[src/rtl/multi_freq_counter.sv]
// ============================================================================
// multi_freq_counter
// ----------------------------------------------------------------------------
// Multi-channel frequency counter with an internal gate timer.
//
// Every channel input is passed through a synchroniser chain and one extra
// delay flop. An edge detector compares the synchronised sample with the
// delayed sample and counts rising, falling or both edges. Edges are counted
// over a window of exactly GATE_CYCLES clocks. After the window, one dead
// LATCH cycle copies the per-channel counts and sticky overflow flags to the
// outputs, together with a one-cycle valid strobe.
//
// A window is started either by a single-shot start request or, in
// continuous mode, back to back with a period of GATE_CYCLES+1 clocks.
// Dropping enable aborts a running window without publishing a result.
//
// Parameters
//   NUM_CH       number of measured channels (>= 1)
//   CNT_W        per-channel counter width in bits
//   GATE_CYCLES  window length in clock cycles (>= 2)
//   SYNC_STAGES  synchroniser flops per channel (>= 2)
//
// Ports
//   clk         system clock, all logic on the rising edge
//   rst         asynchronous active-low reset (0 = reset)
//   signal_in   asynchronous channel inputs, bit i = channel i
//   enable      0 aborts a window and holds the block in IDLE
//   start       single-shot request, only looked at in IDLE
//   continuous  1 = run back-to-back windows while enable is high
//   edge_sel    00 rise, 01 fall, 10 both, 11 rise (change only in IDLE)
//   count_out   latched counts, channel i at [i*CNT_W +: CNT_W]
//   overflow    latched per-channel saturation flags
//   valid       one-cycle pulse when count_out/overflow have been updated
//   busy        high while a window or the latch cycle is in progress
// ============================================================================
module multi_freq_counter #(
    parameter int NUM_CH      = 2,
    parameter int CNT_W       = 28,
    parameter int GATE_CYCLES = 50000000,
    parameter int SYNC_STAGES = 2
) (
    input  logic                    clk,
    input  logic                    rst,
    input  logic [NUM_CH-1:0]       signal_in,
    input  logic                    enable,
    input  logic                    start,
    input  logic                    continuous,
    input  logic [1:0]              edge_sel,
    output logic [NUM_CH*CNT_W-1:0] count_out,
    output logic [NUM_CH-1:0]       overflow,
    output logic                    valid,
    output logic                    busy
);

    // ------------------------------------------------------------------------
    // Constants
    // ------------------------------------------------------------------------
    localparam int TIMER_W = $clog2(GATE_CYCLES);

    localparam logic [TIMER_W-1:0] TIMER_LAST = TIMER_W'(GATE_CYCLES - 1);
    localparam logic [TIMER_W-1:0] TIMER_ONE  = TIMER_W'(1);
    localparam logic [CNT_W-1:0]   CNT_MAX    = '1;
    localparam logic [CNT_W-1:0]   CNT_ONE    = CNT_W'(1);

    localparam logic [1:0] ST_IDLE    = 2'd0;
    localparam logic [1:0] ST_MEASURE = 2'd1;
    localparam logic [1:0] ST_LATCH   = 2'd2;

    // ------------------------------------------------------------------------
    // Registers and wires
    // ------------------------------------------------------------------------
    logic [1:0]                          r_state;
    logic [TIMER_W-1:0]                  r_timer;
    logic                                r_valid;
    logic [NUM_CH-1:0][CNT_W-1:0]        r_count_out;
    logic [NUM_CH-1:0]                   r_overflow;

    logic [NUM_CH-1:0][SYNC_STAGES-1:0]  r_sync;
    logic [NUM_CH-1:0]                   r_dly;
    logic [NUM_CH-1:0][CNT_W-1:0]        r_cnt;
    logic [NUM_CH-1:0]                   r_ovf;

    logic [NUM_CH-1:0]                   w_synced;
    logic [NUM_CH-1:0]                   w_edge;
    logic                                w_start_meas;
    logic                                w_abort;
    logic                                w_count_en;
    logic                                w_latch;
    logic                                w_clear;

    // ------------------------------------------------------------------------
    // Input synchronisers plus one delay flop per channel. Bit 0 of each
    // chain is the metastability-exposed flop; the top bit is the first
    // sample that is safe to use in logic.
    // ------------------------------------------------------------------------
    always_ff @(posedge clk or negedge rst) begin
        if (!rst) begin
            r_sync <= '0;
            r_dly  <= '0;
        end else begin
            for (int i = 0; i < NUM_CH; i++) begin
                r_sync[i] <= {r_sync[i][SYNC_STAGES-2:0], signal_in[i]};
                r_dly[i]  <= r_sync[i][SYNC_STAGES-1];
            end
        end
    end

    // ------------------------------------------------------------------------
    // Edge detection. Edge mode 11 deliberately falls back to rising edges.
    // ------------------------------------------------------------------------
    always_comb begin
        w_synced = '0;
        w_edge   = '0;
        for (int i = 0; i < NUM_CH; i++) begin
            w_synced[i] = r_sync[i][SYNC_STAGES-1];
            case (edge_sel)
                2'b01:   w_edge[i] = ~w_synced[i] &  r_dly[i];
                2'b10:   w_edge[i] =  w_synced[i] ^  r_dly[i];
                default: w_edge[i] =  w_synced[i] & ~r_dly[i];
            endcase
        end
    end

    // ------------------------------------------------------------------------
    // FSM decode shared by the controller and the channel counters.
    // Counters are cleared whenever a window starts, is aborted, or its
    // result has just been copied out, so each window begins from zero.
    // ------------------------------------------------------------------------
    always_comb begin
        w_start_meas = (r_state == ST_IDLE) && enable && (start || continuous);
        w_abort      = (r_state == ST_MEASURE) && !enable;
        w_count_en   = (r_state == ST_MEASURE) && enable;
        w_latch      = (r_state == ST_LATCH);
        w_clear      = w_start_meas || w_abort || w_latch;
    end

    // ------------------------------------------------------------------------
    // Per-channel saturating edge counters with sticky overflow flags.
    // Once a counter sits at its maximum, any further edge only sets the
    // flag, so the count never wraps back to a small value.
    // ------------------------------------------------------------------------
    always_ff @(posedge clk or negedge rst) begin
        if (!rst) begin
            r_cnt <= '0;
            r_ovf <= '0;
        end else if (w_clear) begin
            r_cnt <= '0;
            r_ovf <= '0;
        end else if (w_count_en) begin
            for (int i = 0; i < NUM_CH; i++) begin
                if (w_edge[i]) begin
                    if (r_cnt[i] == CNT_MAX) begin
                        r_ovf[i] <= 1'b1;
                    end else begin
                        r_cnt[i] <= r_cnt[i] + CNT_ONE;
                    end
                end
            end
        end
    end

    // ------------------------------------------------------------------------
    // Measurement controller. MEASURE runs the timer from 0 to GATE_CYCLES-1,
    // the single LATCH cycle publishes the result, and in continuous mode
    // LATCH hands straight over to the next MEASURE so the window period is
    // GATE_CYCLES+1 clocks. An abort returns to IDLE without touching the
    // published outputs.
    // ------------------------------------------------------------------------
    always_ff @(posedge clk or negedge rst) begin
        if (!rst) begin
            r_state     <= ST_IDLE;
            r_timer     <= '0;
            r_valid     <= 1'b0;
            r_count_out <= '0;
            r_overflow  <= '0;
        end else begin
            r_valid <= 1'b0;
            case (r_state)
                ST_IDLE: begin
                    if (w_start_meas) begin
                        r_state <= ST_MEASURE;
                        r_timer <= '0;
                    end
                end
                ST_MEASURE: begin
                    if (!enable) begin
                        r_state <= ST_IDLE;
                        r_timer <= '0;
                    end else if (r_timer == TIMER_LAST) begin
                        r_state <= ST_LATCH;
                        r_timer <= '0;
                    end else begin
                        r_timer <= r_timer + TIMER_ONE;
                    end
                end
                ST_LATCH: begin
                    r_count_out <= r_cnt;
                    r_overflow  <= r_ovf;
                    r_valid     <= 1'b1;
                    r_timer     <= '0;
                    if (enable && continuous) begin
                        r_state <= ST_MEASURE;
                    end else begin
                        r_state <= ST_IDLE;
                    end
                end
                default: begin
                    r_state <= ST_IDLE;
                    r_timer <= '0;
                end
            endcase
        end
    end

    // ------------------------------------------------------------------------
    // Outputs
    // ------------------------------------------------------------------------
    assign count_out = r_count_out;
    assign overflow  = r_overflow;
    assign valid     = r_valid;
    assign busy      = (r_state == ST_MEASURE) || (r_state == ST_LATCH);

endmodule

[config.mk]
export PLATFORM = sky130hd
export DESIGN_NAME = multi_freq_counter
export DESIGN_NICKNAME = d
export VERILOG_FILES = /design/src/rtl/multi_freq_counter.sv
export SDC_FILE = /design/constraint.sdc
export NUM_CORES = 1
export LEC_CHECK = 0
export ABC_AREA = 1
export CORE_MARGIN = 2
export CORE_UTILIZATION = 30
export CTS_CLUSTER_DIAMETER = 200
export DETAILED_ROUTE_END_ITERATION = 12
export HOLD_SLACK_MARGIN = 0.15
export PLACE_DENSITY_LB_ADDON = 0.12
export SETUP_SLACK_MARGIN = 0.5
export SLEW_MARGIN = 10
export SYNTH_ARGS = -nofsm -noshare
export SYNTH_HDL_FRONTEND = slang
export SYNTH_SLANG_ARGS = --single-unit
[constraint.sdc]
create_clock -name clk -period 3 [get_ports clk]
set_clock_uncertainty 0.15 [all_clocks]
set_input_delay 0.3 -clock clk [delete_from_list [all_inputs] [get_ports clk]]
set_output_delay 0.3 -clock clk [all_outputs]
set_load 0.05 [all_outputs]
==> impl_metrics.ini, run 1 <==
[run_status]
outcome = finished, final reports clean

[synth]
synthTopCellsByArea = dfrtp_1 47%, nand2_1 17%, nand3_1 6.6%
synth_top_area_share_pct = 46.6
syn_area_um2 = 8100
yosys.cell_types.count = 33
ys_warn_count = 0
syn-num-nets = 1132
ys_seq_area_share_pct = 46.6
synth_cells = 1110
yosysTopAreaCell = dfrtp_1
syn_avg_cell_area_um2 = 7.30
ys_ff_latch = 151

[power_and_ir_drop]
powerDensity_nw_per_um2 = 555
leakage_nw = 4.31
max-vdd-ir-drop_mv = 0.337
fin_total_pwr_mw = 5.44

[setup_path]
worstSetupPathType = reg2out
path_cells = inv_1 -> ha_1 -> clkdlybuf4s50_1
cp_data_required_time_ns = 2.55
worstPathMaxFanout = 4
end_kind = output pin
cpMaxStageDelayCell = clkdlybuf4s50_1
start_kind = register
max_stage_delay_ns = 0.79
cp.arrival_ns = 1.95

[die]
die_x_um = 168
die_h_um = 168
core_um2 = 26700
dieArea_um2 = 28300
io_pins = 69
start_util_pct = 30.3
placement_rows = 60

[job]
drv_cap = 0

[global_routing]
antenna_found_initial = 0
grt_usage_pct = 16.5
first_global_vias = 6942
grt-ovfl-total = 0
grt_max_degree = 105
grt_pass1_wl_mm = 37.1

[cells_and_area]
syn2layout_area_growth_pct = 20.8
layout-drive-gt1-share_pct = 6.18
nNetsFinal = 1207
antenna_cells = 0

[timing]
slew_headroom_pct = 35.0
postLayoutSetupSlackWorst_ns = 0.599
max_freq_ghz = 0.417
setup_viol = 0
tns_ns = 0
min_period_ns = 2.40
fin_crit_sh_pct = 80.0
hold_viol_final = 0
worst_pin_slew_ns = 0.975
slew_viol_final = 0
rsz0062_at_grt = false

[place]
post-place-ws_ns = 0.418
dpl.hpwl_mm = 16.1
gp_congestion = 0.843
port_buffers = 68

[cts]
htree_levels = 4
cts_inserted_buffers = 17
clock_latency_ns = 0.42
cts_buffer_depth = 2
clock-sinks = 151
path_clk_slew_ns = 0.07
cts_tree = yes
clockRootBuffer = clkbuf_16

[detailed_routing]
drt_iter0_drc = 391
wl_per_cell_um = 14.5
avgViaCountPerCell = 4.60
totalWireLength_mm = 22.3
drc_errors = 0
antenna_left = 0
vias = 7084
dr.pass1.iters = 4

[hold_path]
hold_class = reg2reg
## path summary, 6_finish.rpt
| check | start | endpoint | slack (ns) | cells past startpoint |
|---|---|---|---|---|
| min | r_sync[0] | r_sync[1] | 0.21 | 0 |
| min reg2reg | r_sync[0] | r_sync[1] | 0.21 | 0 |
| max | r_state[0] | busy | 0.60 | 3 |
| max reg2reg | r_cnt[28] | r_cnt[46] | 0.76 | 9 |
| max in group asynchronous | rst | count_out[52] | 1.64 | 3 |
| min in group asynchronous | rst | r_timer[13] | 0.26 | 2 |
## metal layers
layer	vias to the layer above	track usage (%)	share of wire [%]
li1	3676	-	-
met1	3299	22.4	49
met2	99	27.8	48
met3	10	2.96	2.7
met4	0	2.85	0.65
met5	-	0	0
## cell usage in the layout (no fill, tap or decap), types with 3 or more instances in the layout
master,synthesis,routed
o21ai_0,93,93
dlygate4sd3_1,0,3
inv_8,0,3
clkbuf_16,0,17
a21oi_1,13,13
clkdlybuf4s50_1,0,67
dfrtp_1,151,151
nor2_4,3,4
nand2_1,371,371
inv_6,0,6
nor2_2,3,3
or2_2,3,3
nor3_1,7,7
xor2_1,21,21
ha_1,13,13
nand4_1,17,17
nand2_2,4,4
nand3_1,107,107
clkinvlp_4,0,3
o21ai_1,6,6
buf_4,2,14
nor2_1,139,138
inv_1,107,107
inv_2,6,5
## repair_timing
action	CTS	global route
endpoints found under the hold margin	57	1
resized for setup	0	1
buffers inserted	0	1
endpoints found under the setup margin	0	8
hold buffers	2	1
## synthesized netlist by cell type (all sizes together)
master	n
a21oi	13
a31oi	1
and2	2
buf	15
clkbuf	16
dfrtp	151
ha	13
inv	113
nand2	376
nand3	109
nand3b	2
nand4	17
nor2	146
nor3	8
nor3b	1
nor4	1
o21ai	99
o21bai	1
o22ai	2
or2	3
xor2	21
## where the power goes
| group | internal [mW] | total [mW] | switching (mW) | leakage (nW) |
|---|---|---|---|---|
| registers | 2.09 | 2.15 | 0.0543 | 2.09 |
| logic | 0.279 | 1.13 | 0.850 | 1.94 |
| clock network | 1.18 | 2.16 | 0.982 | 0.278 |
## kinds of logic (layout without fill, tap and decap cells)
| family | Yosys count | in the layout | synth area share, % |
|---|---|---|---|
| AOI/OAI and AO/OA | 116 | 116 | 7.24 |
| and+or+nand+nor | 665 | 665 | 34.4 |
| DFF | 151 | 151 | 46.6 |
| adders and majority gates | 13 | 13 | 2.01 |
| xor gates and xnor gates | 21 | 21 | 2.27 |
| buffers and inverters | 144 | 232 | 7.41 |
## cell type report
| type | instances | area [um2] |
|---|---|---|
| Fill cell | 2874 | 16900 |
| Sequential cell | 151 | 3780 |
| Multi-Input combinational cell | 815 | 3730 |
| Timing Repair Buffer | 87 | 848 |
| Tap cell | 341 | 427 |
| Clock buffer | 17 | 425 |
| Inverter | 113 | 425 |
| Clock inverter | 15 | 156 |
## flip-flops by register name (all words and copies together), names as in the netlist
name	count
count_out	56
r_cnt	56
r_timer	26
r_sync	4
overflow	2
r_dly	2
r_ovf	2
r_state	2
valid	1
## critical path, delay by kind of cell, from the launching register on
family,cells,cell delay [ns]
flip-flops,1,0.39
adder cells (fa/ha/maj),1,0.27
buffers and inverters,2,0.87
## through the flow
step / cell area, um2 / utilization, % / hold slack (ns) / std cells
2_1_floorplan: 8100 / - / -0.146 / 1110
3_3_place_gp: 9170 / 34.3 / 0.190 / 1503
3_5_place_dp: 9170 / 34.3 / 0.189 / 1503
4_1_cts: 9770 / 36.6 / 0.154 / 1537
5_1_grt: 9790 / 36.6 / 0.232 / 1539
6_report: 9790 / 36.6 / 0.213 / 1539
Power figures use the tool's default switching activity.
==> run 2, diff against run 1 <==
==> constraint.sdc (replaced) <==
create_clock -name clk -period 2 [get_ports clk]
set_clock_uncertainty 0.15 [all_clocks]
set_input_delay 0.2 -clock clk [delete_from_list [all_inputs] [get_ports clk]]
set_output_delay 0.2 -clock clk [all_outputs]
set_load 0.05 [all_outputs]
==> run 2 against run 1 <==
- global-route usage increased by 0.33 points
- routed wire length increased by 5.4%
- via count increased by 4.7%
- cell area increased by 11%
- utilization increased by 4.0 points
- cell count increased by 4.8%
- critical path depth increased by 6
- non-clock buffer count increased by 74
- critical path type is now reg2reg
- largest power group unchanged
==> impl_metrics.ini, run 2 (synthesized netlist as in run 1, its figures left out) <==
[timing]
min_period_ns = 1.90
tns_ns = 0
fin_crit_sh_pct = 95.2
slew_headroom_pct = 64.5
worst_pin_slew_ns = 0.533
setup_viol = 0
rsz0062_at_grt = true
slew_viol_final = 0
hold_viol_final = 0
max_freq_ghz = 0.525
whs_ns = 0.161

[detailed_routing]
vias = 7418
drc_errors = 0
antenna_left = 0
dr.pass1.iters = 4
wl_per_cell_um = 14.6
drt_iter0_drc = 472
totalWireLength_mm = 23.5
avgViaCountPerCell = 4.60

[global_routing]
grt_max_degree = 105
first_global_vias = 7121
antenna_found_initial = 0
grt_pass1_wl_mm = 37.7
grt_usage_pct = 16.8
grt-ovfl-total = 0

[setup_path]
start_kind = register
worstPathMaxFanout = 23
rrSetupSlack_ns = 0.1
worstSetupPathType = reg2reg
r2r_cells = 9
cp.arrival_ns = 2.10
reg2reg_from = r_state[0]
cp_data_required_time_ns = 2.19
end_kind = register
r2r-end = r_cnt[18]

[die]
die_h_um = 168
start_util_pct = 30.3
core_um2 = 26700
placement_rows = 60
dieArea_um2 = 28300
die_x_um = 168
io_pins = 69

[power_and_ir_drop]
fin_total_pwr_mw = 9.44
leakage_nw = 4.97
powerDensity_nw_per_um2 = 869
max-vdd-ir-drop_mv = 0.549

[run_status]
outcome = finished, final reports clean

[cts]
cts_tree = yes
cts_buffer_depth = 2
htree_levels = 4
clockRootBuffer = clkbuf_16
path_clk_slew_ns = 0.06
clock-sinks = 151
clock_latency_ns = 0.43
cts_inserted_buffers = 17

[job]
drv_cap = 0

[hold_path]
hold_class = in2async

[cells_and_area]
syn2layout_area_growth_pct = 34.0
final_common_cell = nand2_1
antenna_cells = 0
nNetsFinal = 1281
layout-drive-gt1-share_pct = 24.8
final_cell_mix = 352 x nand2_1, 144 x dfrtp_1, 101 x inv_1, 99 x nor2_1, 85 x nand3_1

[place]
port_buffers = 68
dpl.hpwl_mm = 16.8
gp_congestion = 0.883
## run 2: cell count changes in the layout (fill, tap and decap cells not counted), sizes merged
cell / change
clkbuf: +5
clkdlybuf4s50: -60
bufinv: +2
clkinvlp: +1
buf: +130
clkdlybuf4s15: +1
inv: -9
clkinv: +4
## run 2: metal layers
layer / track usage [%] / vias to the layer above / wire (um)
li1: - / 3827 / -
met1: 21.9 / 3495 / 11100
met2: 28.8 / 83 / 11600
met3: 2.40 / 13 / 514
met4: 5.21 / 0 / 296
met5: 0 / - / 0
## run 2: final cells by class
cell class                 instances  area (um2)
fill                            2799       15900
multi-input combinational        815        4230
sequential                       151        3790
timing repair buffer             161        1340
inverter                         113         454
clock buffer                      19         453
tap                              341         427
clock inverter                    13         170
## run 2: how the worst max path moves through the flow
stage / slack [ns] / from / endpoint
after floorplan: 0.22 / r_cnt[0] / r_cnt[11]
after global placement: -0.25 / edge_sel[0] / r_cnt[0]
after detailed placement: -0.30 / edge_sel[0] / r_cnt[7]
after CTS: 0.12 / r_state[0] / r_cnt[18]
after global routing: 0.02 / r_state[0] / r_cnt[21]
final: 0.1 / r_state[0] / r_cnt[18]
## run 2: stage by stage
stage          cell area, um2  worst slack (ns)  utilization, %  std cells
2_1_floorplan            8330             0.218               -       1110
3_3_place_gp             9810            -0.249            36.7       1547
3_5_place_dp             9810            -0.301            36.7       1547
4_1_cts                 10300             0.121            38.4       1591
5_1_grt                 10900            0.0194            40.6       1613
6_report                10900            0.0951            40.6       1613
## run 2: where the power goes
| part | internal [mW] | switching, mW |
|---|---|---|
| Sequential | 3.14 | 0.0684 |
| Combinational | 1.09 | 1.70 |
| Clock | 2.04 | 1.39 |
## run 2: what timing repair did
action                                  in CTS  in global routing
pin swaps                                    4                 19
gates resized for setup                    286                128
hold buffers                                 3                  0
buffers inserted                             9                 20
gates cloned                                 0                  2
hold endpoints to repair                   153                  0
endpoints found under the setup margin     195                145
## run 2: critical path: stages (launching register included)
cell and delay (ns):
dfrtp_1 0.41, buf_6 0.13, ha_4 0.16, inv_2 0.05
o21ai_2 0.06, nor2_4 0.24, buf_12 0.17, nand3_2 0.09
buf_12 0.18, o21ai_0 0.16
==> run 3, diff against run 2 <==
--- a/config.mk
+++ b/config.mk
@@ -6,6 +6,7 @@
 export NUM_CORES = 1
 export LEC_CHECK = 0
 export ABC_AREA = 1
+export CORE_ASPECT_RATIO = 0.9
 export CORE_MARGIN = 2
 export CORE_UTILIZATION = 30
 export CTS_CLUSTER_DIAMETER = 200
==> constraint.sdc (replaced) <==
create_clock -name clk -period 1.6 [get_ports clk]
set_clock_uncertainty 0.15 [all_clocks]
set_input_delay 0.16 -clock clk [delete_from_list [all_inputs] [get_ports clk]]
set_output_delay 0.16 -clock clk [all_outputs]
set_load 0.05 [all_outputs]
==> run 3 against run 2 <==
- the run now ends with negative setup slack left
- register-to-register slack worse by 0.37 ns
- routed wire length up 24%
- cell count up 12%
- sequential power up 26%
- fmax up 1.8%
- combinational power up 87%
- sequential share of layout area down 7.3 points
- die area about the same
- cell area up 27%
- utilization up 11 points
- highest routed layer unchanged
==> impl_metrics.ini, run 3 (synthesized netlist as in run 1, its figures left out) <==
[setup_path]
crit_start = r_state[0]
worstPathMaxFanout = 12
rrSetupSlack_ns = -0.27
path_cells = buf_6 -> ha_4 -> inv_2 -> o21ai_2 -> nor2_4 -> buf_8 -> nand3_4 -> buf_12 -> o21ai_0
crit_buf_inv = 4
crit_family = buffers and inverters
cpMaxStageDelayCell = dfrtp_1
start_kind = register
cp.arrival_ns = 2.08
cp_data_required_time_ns = 1.81
worstSetupPathType = reg2reg
r2r_cells = 9
reg2reg_from = r_state[0]
end_kind = register
max_stage_delay_ns = 0.40
r2r-end = r_cnt[5]

[global_routing]
grt_usage_pct = 19.4
antenna_found_initial = 0
first_global_vias = 8142
grt_pass1_wl_mm = 42.8
grt-ovfl-total = 0
grt_max_degree = 47

[timing]
whs_ns = 0.0303
max_freq_ghz = 0.534
slew_viol_final = 0
postLayoutSetupSlackWorst_ns = -0.271
setup_viol = 125
slew_headroom_pct = 74.6
min_period_ns = 1.87
hold_viol_final = 0
rsz0062_at_grt = true
fin_crit_sh_pct = 117
worst_pin_slew_ns = 0.378

[detailed_routing]
drc_errors = 0
avgViaCountPerCell = 4.64
antenna_left = 0
wl_per_cell_um = 16.1
dr.pass1.iters = 5
totalWireLength_mm = 29.1
vias = 8395
drt_iter0_drc = 495

[place]
dpl.hpwl_mm = 18.3
gp_congestion = 0.838
port_buffers = 68

[cells_and_area]
syn2layout_area_growth_pct = 69.8
register_area_um2 = 3790
antenna_cells = 0
multi_input_area_um2 = 4750
fillers = 2515
layout-drive-gt1-share_pct = 41.3
final_common_cell = nand2_1
final_cell_mix = 289 x nand2_1, 212 x buf_4, 141 x dfrtp_1, 114 x nor2_1, 101 x inv_1
nNetsFinal = 1466

[die]
io_pins = 69
placement_rows = 57
die_x_um = 177
die_h_um = 160
core_um2 = 26700
dieArea_um2 = 28300
start_util_pct = 30.3

[run_status]
outcome = finished, violations left
violations = negative setup slack

[job]
drv_cap = 0

[cts]
cts_buffer_depth = 2
clockRootBuffer = clkbuf_16
clock_latency_ns = 0.44
cts_inserted_buffers = 17
cts_tree = yes
hold_buffers = 3
clock-sinks = 151
path_clk_slew_ns = 0.07
htree_levels = 4

[power_and_ir_drop]
max-vdd-ir-drop_mv = 0.577
leakage_nw = 6.36
fin_total_pwr_mw = 13.8
powerDensity_nw_per_um2 = 1000

[hold_path]
hold_class = in2async
==> run 3: changes by cell type in the layout (fill, tap and decap cells not counted), moves of 26 or more <==
cell | before | now
o21ai_0 | 73 | 14
nand2_2 | 8 | 44
buf_4 | 69 | 212
nand2_1 | 352 | 289
o21ai_2 | 5 | 44
buf_2 | 55 | 0
buf_6 | 10 | 62
nand2_4 | 14 | 40
==> run 3: metal layers <==
metal | up-vias | global-route usage [%] | routed length [um]
li1 | 4209 | - | -
met1 | 4025 | 26.4 | 13700
met2 | 140 | 31.6 | 14100
met3 | 21 | 3.00 | 909
met4 | 0 | 5.82 | 375
met5 | - | 0 | 0
==> run 3: layout make-up <==
cell class | instances | share of cell area (%)
inverters | 113 | 3.29
repair buffers | 345 | 26.7
multi-input cells | 815 | 34.5
well taps | 354 | 3.22
repair inverters | 1 | 0.118
clock buffers | 18 | 3.12
clock inverters | 13 | 1.49
flip-flops and latches | 151 | 27.6
==> run 3: worst max-delay path by stage <==
stage	end	slack (ns)	cells past startpoint
2_1_floorplan	r_cnt[11]	-0.18	11
3_3_place_gp	r_cnt[15]	-0.64	10
3_5_place_dp	r_cnt[7]	-0.67	10
4_1_cts	r_cnt[26]	-0.25	9
5_1_grt	r_cnt[46]	-0.37	10
6_report	r_cnt[5]	-0.27	9
==> run 3: timing repair <==
action	in CTS	in global routing
setup endpoints to repair	205	205
pin swaps	17	42
endpoints found under the hold margin	153	24
gates resized for setup	110	256
gates cloned	6	20
setup buffers	11	50
==> run 3: where the power goes <==
part	leakage (nW)	total, mW	switching [mW]	internal [mW]
Clock	0.302	4.51	1.75	2.76
Sequential	2.08	4.04	0.102	3.93
Combinational	3.98	5.22	2.82	2.39
==> run 3: stage by stage <==
stage,setup TNS (ns),cells,instance area (um2),util (%),setup slack (ns)
4_1_cts,-17.72,1740,12100,45.3,-0.251
2_1_floorplan,-7.97,1110,8400,-,-0.182
6_report,-18.69,1810,13800,51.4,-0.271
5_1_grt,-28.63,1810,13800,51.4,-0.367
3_5_place_dp,-47.62,1689,10800,40.5,-0.673
3_3_place_gp,-46.54,1689,10800,40.5,-0.641
